[src/rtl/uart_tx_scheduler.sv]
// Round-robin scheduler sharing one byte-wide UART transmitter between NUM_REQ 16-bit word producers.
// Optional header byte per frame when UART_TX_SCHED_HEADER_EN is defined.
module uart_tx_scheduler #(
    parameter int NUM_REQ = 4,
    parameter int MIN_GAP = 100,
    parameter int TIMEOUT = 20000
) (
    input  logic                   clk,
    input  logic                   reset,
    input  logic [NUM_REQ-1:0]     req,
    input  logic [16*NUM_REQ-1:0]  req_data,
    output logic [NUM_REQ-1:0]     grant,
    output logic [7:0]             tx_data,
    output logic                   tx_send,
    input  logic                   tx_busy,
    output logic                   frame_err,
    output logic                   active
);
    localparam int PTR_W = $clog2(NUM_REQ);
    localparam logic [16:0] GAP_LIM   = 17'(MIN_GAP);
    localparam logic [16:0] ABORT_LIM = 17'(MIN_GAP + TIMEOUT);

    typedef enum logic [2:0] {
        ST_IDLE,
        ST_GRANT,
        ST_SEND,
        ST_WAIT
`ifdef UART_TX_SCHED_HEADER_EN
        ,
        ST_HDR,
        ST_HDR_WAIT
`endif
    } state_t;

    state_t             state_reg;
    logic [PTR_W-1:0]   rr_ptr_reg;
    logic [PTR_W-1:0]   win_reg;
    logic [15:0]        timer_reg;
    logic [15:0]        word_q_reg;
    logic               byte_idx_reg;
    logic [NUM_REQ-1:0] grant_reg;
    logic [7:0]         tx_data_reg;
    logic               tx_send_reg;
    logic               frame_err_reg;

    logic [15:0]        words [NUM_REQ];
    logic [PTR_W-1:0]   pick;
    logic [PTR_W-1:0]   cand;
    logic               found;
    logic [16:0]        elapsed;
    logic               gap_ok;
    logic               abort;

    generate
        for (genvar gi = 0; gi < NUM_REQ; gi++) begin : g_words
            assign words[gi] = req_data[16*gi +: 16];
        end
    endgenerate

    // First requester found searching upward from the one after the last winner.
    always_comb begin
        pick  = rr_ptr_reg;
        cand  = '0;
        found = 1'b0;
        for (int k = 1; k <= NUM_REQ; k++) begin
            cand = PTR_W'((int'(rr_ptr_reg) + k) % NUM_REQ);
            if (!found && req[cand]) begin
                pick  = cand;
                found = 1'b1;
            end
        end
    end

    // The timer restarts on entry to a wait state, one cycle after the pulse,
    // so elapsed counts cycles since the tx_send pulse itself.
    assign elapsed = {1'b0, timer_reg} + 17'd1;
    assign gap_ok  = (elapsed >= GAP_LIM) && !tx_busy;
    assign abort   = (elapsed >= ABORT_LIM);

    always_ff @(posedge clk) begin
        if (reset) begin
            state_reg     <= ST_IDLE;
            rr_ptr_reg    <= PTR_W'(NUM_REQ - 1);
            win_reg       <= '0;
            timer_reg     <= '0;
            word_q_reg    <= '0;
            byte_idx_reg  <= 1'b0;
            grant_reg     <= '0;
            tx_data_reg   <= '0;
            tx_send_reg   <= 1'b0;
            frame_err_reg <= 1'b0;
        end else begin
            grant_reg     <= '0;
            tx_send_reg   <= 1'b0;
            frame_err_reg <= 1'b0;
            timer_reg     <= (timer_reg == 16'hFFFF) ? timer_reg : timer_reg + 16'd1;
            case (state_reg)
                ST_IDLE: begin
                    if (|req) begin
                        win_reg   <= pick;
                        state_reg <= ST_GRANT;
                        timer_reg <= '0;
                    end
                end
                ST_GRANT: begin
                    grant_reg    <= NUM_REQ'(1) << win_reg;
                    word_q_reg   <= words[win_reg];
                    rr_ptr_reg   <= win_reg;
                    byte_idx_reg <= 1'b0;
                    timer_reg    <= '0;
`ifdef UART_TX_SCHED_HEADER_EN
                    state_reg    <= ST_HDR;
`else
                    state_reg    <= ST_SEND;
`endif
                end
`ifdef UART_TX_SCHED_HEADER_EN
                ST_HDR: begin
                    tx_send_reg <= 1'b1;
                    tx_data_reg <= {4'hA, 1'b0, 3'(win_reg)};
                    state_reg   <= ST_HDR_WAIT;
                    timer_reg   <= '0;
                end
                ST_HDR_WAIT: begin
                    if (gap_ok) begin
                        state_reg <= ST_SEND;
                        timer_reg <= '0;
                    end else if (abort) begin
                        frame_err_reg <= 1'b1;
                        state_reg     <= ST_IDLE;
                        timer_reg     <= '0;
                    end
                end
`endif
                ST_SEND: begin
                    tx_send_reg <= 1'b1;
                    tx_data_reg <= byte_idx_reg ? word_q_reg[7:0] : word_q_reg[15:8];
                    state_reg   <= ST_WAIT;
                    timer_reg   <= '0;
                end
                ST_WAIT: begin
                    if (gap_ok) begin
                        timer_reg <= '0;
                        if (!byte_idx_reg) begin
                            byte_idx_reg <= 1'b1;
                            state_reg    <= ST_SEND;
                        end else begin
                            state_reg    <= ST_IDLE;
                        end
                    end else if (abort) begin
                        // Remaining bytes are dropped; rr_ptr already moved past this requester.
                        frame_err_reg <= 1'b1;
                        state_reg     <= ST_IDLE;
                        timer_reg     <= '0;
                    end
                end
                default: begin
                    state_reg <= ST_IDLE;
                    timer_reg <= '0;
                end
            endcase
        end
    end

    assign grant     = grant_reg;
    assign tx_data   = tx_data_reg;
    assign tx_send   = tx_send_reg;
    assign frame_err = frame_err_reg;
    assign active    = (state_reg != ST_IDLE);

endmodule

[config.mk]
export PLATFORM = sky130hd
export DESIGN_NAME = uart_tx_scheduler
export DESIGN_NICKNAME = d
export VERILOG_FILES = /design/src/rtl/uart_tx_scheduler.sv
export SDC_FILE = /design/constraint.sdc
export NUM_CORES = 1
export LEC_CHECK = 0
export ABC_AREA = 1
export CELL_PAD_IN_SITES_DETAIL_PLACEMENT = 2
export CELL_PAD_IN_SITES_GLOBAL_PLACEMENT = 2
export CORE_MARGIN = 2
export CORE_UTILIZATION = 26
export DETAILED_ROUTE_END_ITERATION = 7
export PLACE_DENSITY_LB_ADDON = 0.1
export SYNTH_ARGS = -nofsm -noshare
export SYNTH_HDL_FRONTEND = slang
export SYNTH_SLANG_ARGS = --single-unit
[constraint.sdc]
create_clock -name clk -period 2.4 [get_ports clk]
set_input_delay 0.48 -clock clk [delete_from_list [all_inputs] [get_ports clk]]
set_output_delay 0.48 -clock clk [all_outputs]
set_load 0.01 [all_outputs]
==> results of run 1 <==
==> worst max-delay path: stages (launching register included) <==
cell and delay (ns):
dfxtp_1 0.41, inv_1 0.09, ha_1 0.21, inv_1 0.13
clkdlybuf4s50_1 0.56
==> how the worst min path moves through the flow <==
stage / startpoint / endpoint / slack (ns) / cells past startpoint
after detailed placement: word_q_reg[11] / tx_data[3] / 0.47 / 2
after floorplan: word_q_reg[8] / tx_data[0] / 0.44 / 2
after global placement: word_q_reg[11] / tx_data[3] / 0.46 / 2
after CTS: word_q_reg[12] / tx_data[4] / 0.48 / 2
final: word_q_reg[12] / tx_data[4] / 0.47 / 2
after global routing: word_q_reg[12] / tx_data[4] / 0.50 / 2
==> synth_stat cells <==
cell type / instances
nor2_2: 4
nand2_1: 70
o21ai_2: 1
dfxtp_1: 53
nand3_1: 23
nand3_2: 2
or4_1: 1
mux2i_1: 16
o221ai_1: 16
xnor2_1: 1
a21oi_1: 33
o21bai_1: 2
nand3b_1: 1
o211ai_1: 3
nor3_1: 3
inv_1: 53
clkbuf_1: 16
a211oi_1: 1
nor2_4: 2
clkinv_1: 2
buf_4: 1
nand4_1: 8
nand2_4: 2
o21ai_0: 49
buf_1: 3
buf_6: 1
a31oi_1: 1
ha_1: 7
a21oi_2: 1
xor2_1: 1
nand2_2: 4
nor2_1: 68
==> power by group through the flow <==
stage	Combinational [mW]	Sequential, mW	Clock (mW)
detailed placement	1.63	1.30	0
CTS	1.64	1.28	0.774
global placement	1.57	1.29	0
global route	1.83	1.31	0.810
floorplan	0.973	1.27	0
finish	1.59	1.28	0.751
==> logic make-up (layout without fill, tap and decap cells) <==
logic type	after synthesis	in the layout	share of synthesized area, %
and+or+nand+nor	188	188	27.0
xor gates and xnor gates	2	2	0.571
adders and majority gates	7	7	2.85
muxes	16	16	5.22
DFF	53	53	34.6
AOI/OAI and AO/OA	107	107	20.2
buffers and inverters	76	158	9.66
==> placed cells by master, fill, tap and decap left out, types with 4 or more instances in the layout <==
| cell | count |
|---|---|
| o21ai_0 | 49 |
| dfxtp_2 | 7 |
| nor2_1 | 66 |
| nand2_2 | 5 |
| nand3_1 | 23 |
| nand4_1 | 8 |
| buf_4 | 10 |
| clkdlybuf4s50_1 | 85 |
| dfxtp_1 | 46 |
| nor2_4 | 4 |
| mux2i_1 | 16 |
| nand2_1 | 69 |
| ha_1 | 6 |
| clkbuf_16 | 5 |
| inv_1 | 53 |
| o221ai_1 | 16 |
| nor2_2 | 4 |
| a21oi_1 | 33 |
==> stage by stage <==
stage	instances	setup slack, ns	hold slack, ns	power (mW)
6_report	674	0.228	0.475	3.62
5_1_grt	674	0.00949	0.502	3.94
4_1_cts	674	0.0230	0.479	3.70
3_5_place_dp	666	0.0320	0.467	2.93
3_3_place_gp	666	0.218	0.461	2.86
2_1_floorplan	449	0.400	0.443	2.25
==> routing by layer <==
| metal | GRT usage, % | up-vias | part of all wire [%] |
|---|---|---|---|
| li1 | - | 1650 | - |
| met1 | 20.1 | 1573 | 42 |
| met2 | 32.6 | 59 | 53 |
| met3 | 3.13 | 15 | 3.6 |
| met4 | 4.07 | 0 | 1.8 |
| met5 | 0 | - | 0 |
==> area by class of cell <==
class                      instances  area (um2)  share of cell area [%]
multi-input combinational        320        1740                    40.8
sequential                        53        1070                    25.0
clock buffer                       6         139                    3.25
timing repair buffer              95         926                    21.7
inverter                          55         206                    4.83
clock inverter                     2        13.8                   0.322
tap                              143         179                    4.18
==> repair_timing <==
action | in CTS | in global routing
gates resized for setup | 0 | 13
hold buffers | 0 | 0
setup endpoints to repair | 0 | 18
==> out/qor.csv, run 1 <==
stage,metric,value,unit
outcome,outcome,finished clean,
critical_path,start_kind,flip-flop,
placement,hpwlAfterDp,8640,um
detailed_routing,wl_per_cell,15.9,um
power_and_ir_drop,pwr-share-clk,20.7,%
placement,post_dp_cell_area,4090,um2
critical_path,worstPathRequired,1.92,ns
power_and_ir_drop,powerDensity,847,nW/um2
finish,design_area,4280,um2
synth,synthTopCellsByArea,"dfxtp_1 (35%), nand2_1 (8.6%), nor2_1 (8.3%)",
timing,finalCritPeriodShare,90.5,%
finish,layout.nets,608,
detailed_routing,via_count,3297,
critical_path,crit_end,active,
flow_run,cap_viol_max_count,0,
clocking,clockBufferDepth,2,
timing,relSlewSlack,69.7,%
clocking,tritoncts,yes,
die,fp.dieH,113,um
timing,slew_violations,0,
grt,grt_antenna_before_repair,0,
critical_path,rrSetupSlack,0.24,ns
placement,io_buffers,85,
detailed_routing,drt-pass1-iter-count,3,
placement,place_congestion,0.810,
power_and_ir_drop,power.internal,2.20,mW
synth,synth_nets,527,
grt,grt_pass1_vias,3634,
finish,n_antenna_cell,0,
detailed_routing,drt-total-wl,10800,um
timing,clock_skew,0.00618,ns
critical_path,path_max_fanout,4,
grt,grt_pass1_wl,18000,um
clocking,h-tree-depth,2,
grt,grt_usage,17.3,%
finish,utilization,37.3,%
clocking,path_clk_slew,0.07,ns
clocking,clock_sinks,53,
power_and_ir_drop,sequentialPowerShare,35.3,%
timing,tightest_slew,0.451,ns
worst_hold_path,hp-class,reg -> reg,
finish,fillCellCount,1353,
timing,max_freq,0.460,GHz
grt,grt_max_degree,37,
synth,yosysTopAreaCellShare,34.6,%
critical_path,critPathArrivalTime,1.69,ns
die,initial_core_util,26.8,%
power_and_ir_drop,p_switching,1.42,mW
synth,ys_ff_latch,53,
timing,hold_violations,0,
critical_path,r2r_end,timer_reg[2],
die,core_area,11500,um2
die,die_x,113,um
die,ios,86,
synth,synth.distinct_cells,32,
detailed_routing,drt_iter0_drc,86,
die,die_area,12700,um2
critical_path,cp-end-kind,primary output,
finish,drive_gt1_share,8.47,%
power_and_ir_drop,leakagePower,1.78,nW
synth,synth_warnings,0,
clocking,postCtsSetupRepairBufs,0,
timing,setup_tns,0,ns
clocking,insertion_delay,0.29,ns
power_and_ir_drop,combPwrFrac,44.0,%
power_and_ir_drop,irDropWorstVdd,0.000326,V
grt,grt_overflow,0,
critical_path,ff2ff_path_depth,15,
detailed_routing,antenna_left,0,
power_and_ir_drop,p_sw_share,39.3,%
timing,grt_setup_unrepaired,false,
timing,final-setup-viol-count,0,
critical_path,reg2reg_from,timer_reg[0],
synth,seq_area_frac_synth,34.6,%
detailed_routing,vias_per_cell,4.89,
synth,netlist_area,3070,um2
die,rows,39,
synth,syn_avg_cell_area,6.84,um2
clocking,cts_root_buf,clkbuf_16,
critical_path,path_class,reg -> out,
detailed_routing,drc,0,
synth,synthCells,449,
clocking,cts_buffers,5,
finish,syn2layout_area_growth,39.3,%
critical_path,startpoint,state_reg[0],
timing,finalCriticalPeriod,2.17,ns
synth,yosysTopAreaCell,dfxtp_1,
(Power assumes the default switching activity.)
==> run 2, diff against run 1 <==
clock period = 2.1 ns   (was 2.4 ns; I/O delays follow)
==> out/qor.csv, run 2 (synthesis gave the netlist of run 1 again) <==
stage,metric,value,unit
critical_path,worstPathRequired,2.32,ns
clocking,cts_buffers,5,
die,die_area,12700,um2
timing,grt_setup_unrepaired,true,
power_and_ir_drop,irDropWorstVdd,0.000355,V
timing,relSlewSlack,41.4,%
die,initial_core_util,26.8,%
critical_path,path_class,reg -> reg,
critical_path,start_kind,flip-flop,
clocking,cts_root_buf,clkbuf_16,
die,die_x,113,um
timing,max_freq,0.485,GHz
clocking,h-tree-depth,2,
detailed_routing,drt-pass1-iter-count,4,
detailed_routing,via_count,3381,
finish,n_antenna_cell,0,
clocking,insertion_delay,0.30,ns
power_and_ir_drop,leakagePower,1.92,nW
detailed_routing,vias_per_cell,4.89,
flow_run,cap_viol_max_count,0,
timing,fin_ws,0.0384,ns
worst_hold_path,hp-class,reg -> reg,
die,core_area,11500,um2
critical_path,cp-end-kind,flip-flop,
grt,grt_usage,17.2,%
detailed_routing,wl_per_cell,16.3,um
timing,finalCritPeriodShare,98.2,%
critical_path,max_stage_delay,0.36,ns
finish,final_common_cell,clkdlybuf4s50_1,
critical_path,cp_cell_sequence,ha_4 > buf_4 > xnor2_2 > nand3_4 > nor2_2 > nand2_1 > nand3_1 > nand2_1 > nand2_2 > nand3_4 > nand2_8 > nand2_8 > a21oi_2,
detailed_routing,wl_met1,4530,um
critical_path,critPathSlowestCell,dfxtp_4,
detailed_routing,highest_layer,met4,
detailed_routing,met3WireLength,440,um
timing,slew_violations,0,
grt,grt_overflow,0,
finish,final_cell_mix,"clkdlybuf4s50_1 (84), nand2_1 (56), nor2_1 (56)",
detailed_routing,wl_met2,6150,um
finish,fin_cells,691,
clocking,clockBufferDepth,2,
die,rows,39,
placement,dpl.cell_count,672,
placement,pre_cts_ws,-0.141,ns
placement,io_buffers,85,
clocking,tritoncts,yes,
grt,grt_pass1_wl,17700,um
clocking,clock_sinks,53,
detailed_routing,drt-total-wl,11300,um
timing,hold_violations,0,
detailed_routing,drt_iter0_drc,44,
critical_path,path_max_fanout,7,
clocking,hold_buffers,0,
die,ios,86,
placement,place_congestion,0.817,
critical_path,critPathArrivalTime,2.28,ns
timing,clock_skew,0.00979,ns
timing,final-setup-viol-count,0,
power_and_ir_drop,powerDensity,895,nW/um2
die,fp.dieH,113,um
outcome,outcome,finished clean,
detailed_routing,antenna_left,0,
timing,finalCriticalPeriod,2.06,ns
timing,tightest_slew,0.876,ns
detailed_routing,drc,0,
placement,hpwlAfterDp,8510,um
grt,grt_antenna_before_repair,0,
grt,grt_pass1_vias,3610,
grt,grt_max_degree,36,
finish,drive_gt1_share,20.3,%
clocking,path_clk_slew,0.07,ns
finish,syn2layout_area_growth,51.1,%
finish,layout.nets,625,
run 2: cell count changes in the layout (fill, tap and decap cells not counted), sizes merged:
cell / previous run / this run
clkdlybuf4s50: 85 / 84
dlymetal6s2s: 0 / 1
buf: 10 / 26
nand2: 76 / 77
run 2: area by class of cell:
type | instances | area (um2)
repair buffers | 111 | 1050
fillers | 1317 | 6830
multi-input cells | 321 | 1980
well taps | 143 | 179
flip-flops and latches | 53 | 1090
clock inverters | 2 | 10.0
inverters | 55 | 206
clock buffers | 6 | 129
run 2: timing repair:
| item | in CTS | in global routing |
|---|---|---|
| setup buffers | 1 | 9 |
| pin swaps | 1 | 17 |
| gates cloned | 0 | 1 |
| setup endpoints to repair | 20 | 20 |
| resized for setup | 20 | 63 |
run 2: report_power, final:
part	total, mW	switching (mW)	internal (mW)
clock network	0.818	0.378	0.439
logic	1.87	1.10	0.771
registers	1.47	0.188	1.28
total	4.15	1.66	2.49
run 2: final timing paths:
path                       start           end  slack [ns]  cells past startpoint
setup / recovery    timer_reg[0]  timer_reg[2]        0.04                     13
setup reg to reg    timer_reg[0]  timer_reg[2]        0.04                     13
hold / removal    word_q_reg[11]    tx_data[3]        0.48                      2
hold reg to reg   word_q_reg[11]    tx_data[3]        0.48                      2
run 2: stage by stage:
stage	util (%)	TNS, ns	hold WS [ns]	area (um2)	total power [mW]
global route	40.4	-1.40	0.505	4640	4.52
CTS	37.9	0	0.479	4340	4.17
global placement	36.0	-0.445	0.460	4130	3.27
floorplan	-	0	0.443	3070	2.57
finish	40.4	0	0.477	4640	4.15
detailed placement	36.0	-1.84	0.468	4130	3.34
run 2: worst max-delay path: cells and delay by family (launching register included):
family | cells | cell delay (ns)
simple gates | 9 | 0.87
flops | 1 | 0.36
xor+xnor | 1 | 0.27
fa+ha+maj | 1 | 0.18
compound gates | 1 | 0.16
buf+inv | 1 | 0.14
run 2: layer usage:
layer / up-vias / track usage, %
met3: 10 / 3.73
met5: - / 0
li1: 1690 / -
met1: 1628 / 19.5
met4: 0 / 4.72
met2: 53 / 32.4
==> run 3, diff against run 2 <==
RECOVER_POWER = 100   (was default)
clock period = 2 ns   (was 2.1 ns; I/O delays follow)
==> out/qor.csv, run 3 (synthesis gave the netlist of run 1 again) <==
stage,metric,value,unit
outcome,outcome,"finished, violations left",
outcome,violations,setup timing,
die,ios,86,
finish,final_cell_mix,"clkdlybuf4s50_1 (84), nor2_1 (56), nand2_1 (54)",
clocking,cts_buffers,5,
timing,max_freq,0.478,GHz
finish,fillCellCount,1336,
placement,hpwlAfterDp,8930,um
worst_hold_path,hold_end,tx_data[3],
clocking,tritoncts,yes,
placement,io_buffers,85,
detailed_routing,antenna_left,0,
timing,tightest_slew,0.556,ns
power_and_ir_drop,combPwrFrac,44.2,%
detailed_routing,drt_iter0_drc,59,
die,die_x,113,um
finish,final_common_cell,clkdlybuf4s50_1,
power_and_ir_drop,p_sw_share,38.4,%
timing,grt_setup_unrepaired,true,
critical_path,crit_buf_inv,1,
clocking,h-tree-depth,2,
critical_path,cp_cell_sequence,nand2_1 > nor2_2 > buf_4 > nand4_1 > nand2_2 > nand2_1 > nor2_2 > nand3_2 > nand2_4 > nand3_4 > nand2_8 > nand2_8 > a21oi_1,
power_and_ir_drop,p_total,4.62,mW
worst_hold_path,hp-class,reg -> reg,
detailed_routing,vias_per_cell,4.88,
placement,place_congestion,0.828,
grt,grt_overflow,0,
power_and_ir_drop,power.internal,2.85,mW
critical_path,path_max_fanout,7,
flow_run,cap_viol_max_count,0,
placement,dpl.cell_count,681,
critical_path,path_class,reg -> reg,
detailed_routing,drt-pass1-iter-count,4,
clocking,cts_root_buf,clkbuf_16,
finish,layout.nets,636,
grt,grt_max_degree,36,
finish,fin_cells,702,
power_and_ir_drop,leakagePower,2.00,nW
detailed_routing,wl_per_cell,16.9,um
finish,syn2layout_area_growth,55.7,%
power_and_ir_drop,p_switching,1.77,mW
finish,utilization,41.7,%
die,die_area,12700,um2
clocking,insertion_delay,0.29,ns
timing,slew_violations,0,
power_and_ir_drop,pwr-share-clk,21.6,%
timing,final-setup-viol-count,17,
die,rows,39,
critical_path,start_kind,flip-flop,
power_and_ir_drop,sequentialPowerShare,34.2,%
placement,pre_cts_ws,-0.243,ns
critical_path,max_stage_delay,0.38,ns
timing,fin_ws,-0.0917,ns
die,initial_core_util,26.8,%
timing,relSlewSlack,62.9,%
timing,finalCritPeriodShare,105,%
timing,finalCriticalPeriod,2.09,ns
clocking,path_clk_slew,0.06,ns
detailed_routing,drt-total-wl,11800,um
timing,clock_skew,0.00404,ns
die,core_area,11500,um2
critical_path,critPathSlowestCell,dfxtp_4,
critical_path,worstPathRequired,2.21,ns
detailed_routing,via_count,3426,
critical_path,critPathArrivalTime,2.30,ns
power_and_ir_drop,powerDensity,966,nW/um2
worst_hold_path,whs_path_depth,2,
detailed_routing,drc,0,
grt,grt_pass1_wl,19400,um
grt,grt_antenna_before_repair,0,
timing,setup_tns,-0.775,ns
critical_path,cp-end-kind,flip-flop,
grt,grt_pass1_vias,3875,
worst_hold_path,hold_path.startpoint,word_q_reg[11],
finish,drive_gt1_share,22.9,%
die,fp.dieH,113,um
critical_path,ff2ff_path_depth,13,
critical_path,reg2reg_from,timer_reg[8],
clocking,clockBufferDepth,2,
critical_path,critPathTopFamily,simple AND/OR/NAND/NOR gates,
clocking,clock_sinks,53,
finish,n_antenna_cell,0,
critical_path,r2r_end,timer_reg[13],
timing,hold_violations,0,
power_and_ir_drop,irDropWorstVdd,0.000440,V
grt,grt_usage,19.0,%
critical_path,rrSetupSlack,-0.09,ns
run 3: per-stage QoR:
stage / hold slack, ns / cell area [um2]
after floorplan: 0.443 / 3070
final: 0.476 / 4780
after detailed placement: 0.475 / 4220
after global routing: 0.502 / 4780
after global placement: 0.461 / 4220
after CTS: 0.482 / 4680
run 3: worst reg2reg max path: cells and delay by family, from the launching register on:
family,cells,cell delay [ns]
AOI/OAI and AO/OA,1,0.16
buffers and inverters,1,0.14
DFF,1,0.38
and+or+nand+nor,11,1.34
run 3: routing by layer:
layer | GRT usage (%) | share of wire [%] | vias up
li1 | - | - | 1710
met4 | 4.88 | 1.9 | 0
met2 | 37.5 | 55 | 56
met1 | 20.6 | 39 | 1644
met5 | 0 | 0 | -
met3 | 3.46 | 3.3 | 16
run 3: how the worst max path moves through the flow:
stage / startpoint / endpoint / slack, ns / cells past startpoint
6_report: timer_reg[8] / timer_reg[13] / -0.09 / 13
5_1_grt: timer_reg[7] / timer_reg[13] / -0.20 / 13
4_1_cts: timer_reg[1] / state_reg[0] / -0.03 / 17
3_5_place_dp: timer_reg[3] / timer_reg[2] / -0.24 / 14
3_3_place_gp: timer_reg[3] / timer_reg[9] / -0.12 / 14
2_1_floorplan: timer_reg[0] / timer_reg[6] / 0.0004 / 16
run 3: area by class of cell:
type / instances / area [um2] / share of cell area (%)
multi-input cells: 321 / 1970 / 41.2
repair buffers: 122 / 1160 / 24.3
flip-flops and latches: 53 / 1090 / 22.8
inverters: 55 / 206 / 4.32
well taps: 143 / 179 / 3.74
clock buffers: 7 / 143 / 2.98
clock inverters: 1 / 30.0 / 0.628
run 3: what timing repair did:
action / 4_1_cts / 5_1_grt
endpoints found under the setup margin: 21 / 20
buffers inserted: 11 / 1
hold buffers: 0 / 0
gates resized for setup: 59 / 28
gates cloned: 1 / 0
pin swaps: 14 / 8
run 3: power by group through the flow:
| stage | registers, mW | clock network, mW | logic (mW) |
|---|---|---|---|
| detailed placement | 1.61 | 0 | 1.97 |
| CTS | 1.59 | 1.02 | 2.08 |
| floorplan | 1.53 | 0 | 1.17 |
| finish | 1.58 | 0.997 | 2.04 |
| global route | 1.62 | 1.05 | 2.31 |
| global placement | 1.58 | 0 | 1.91 |
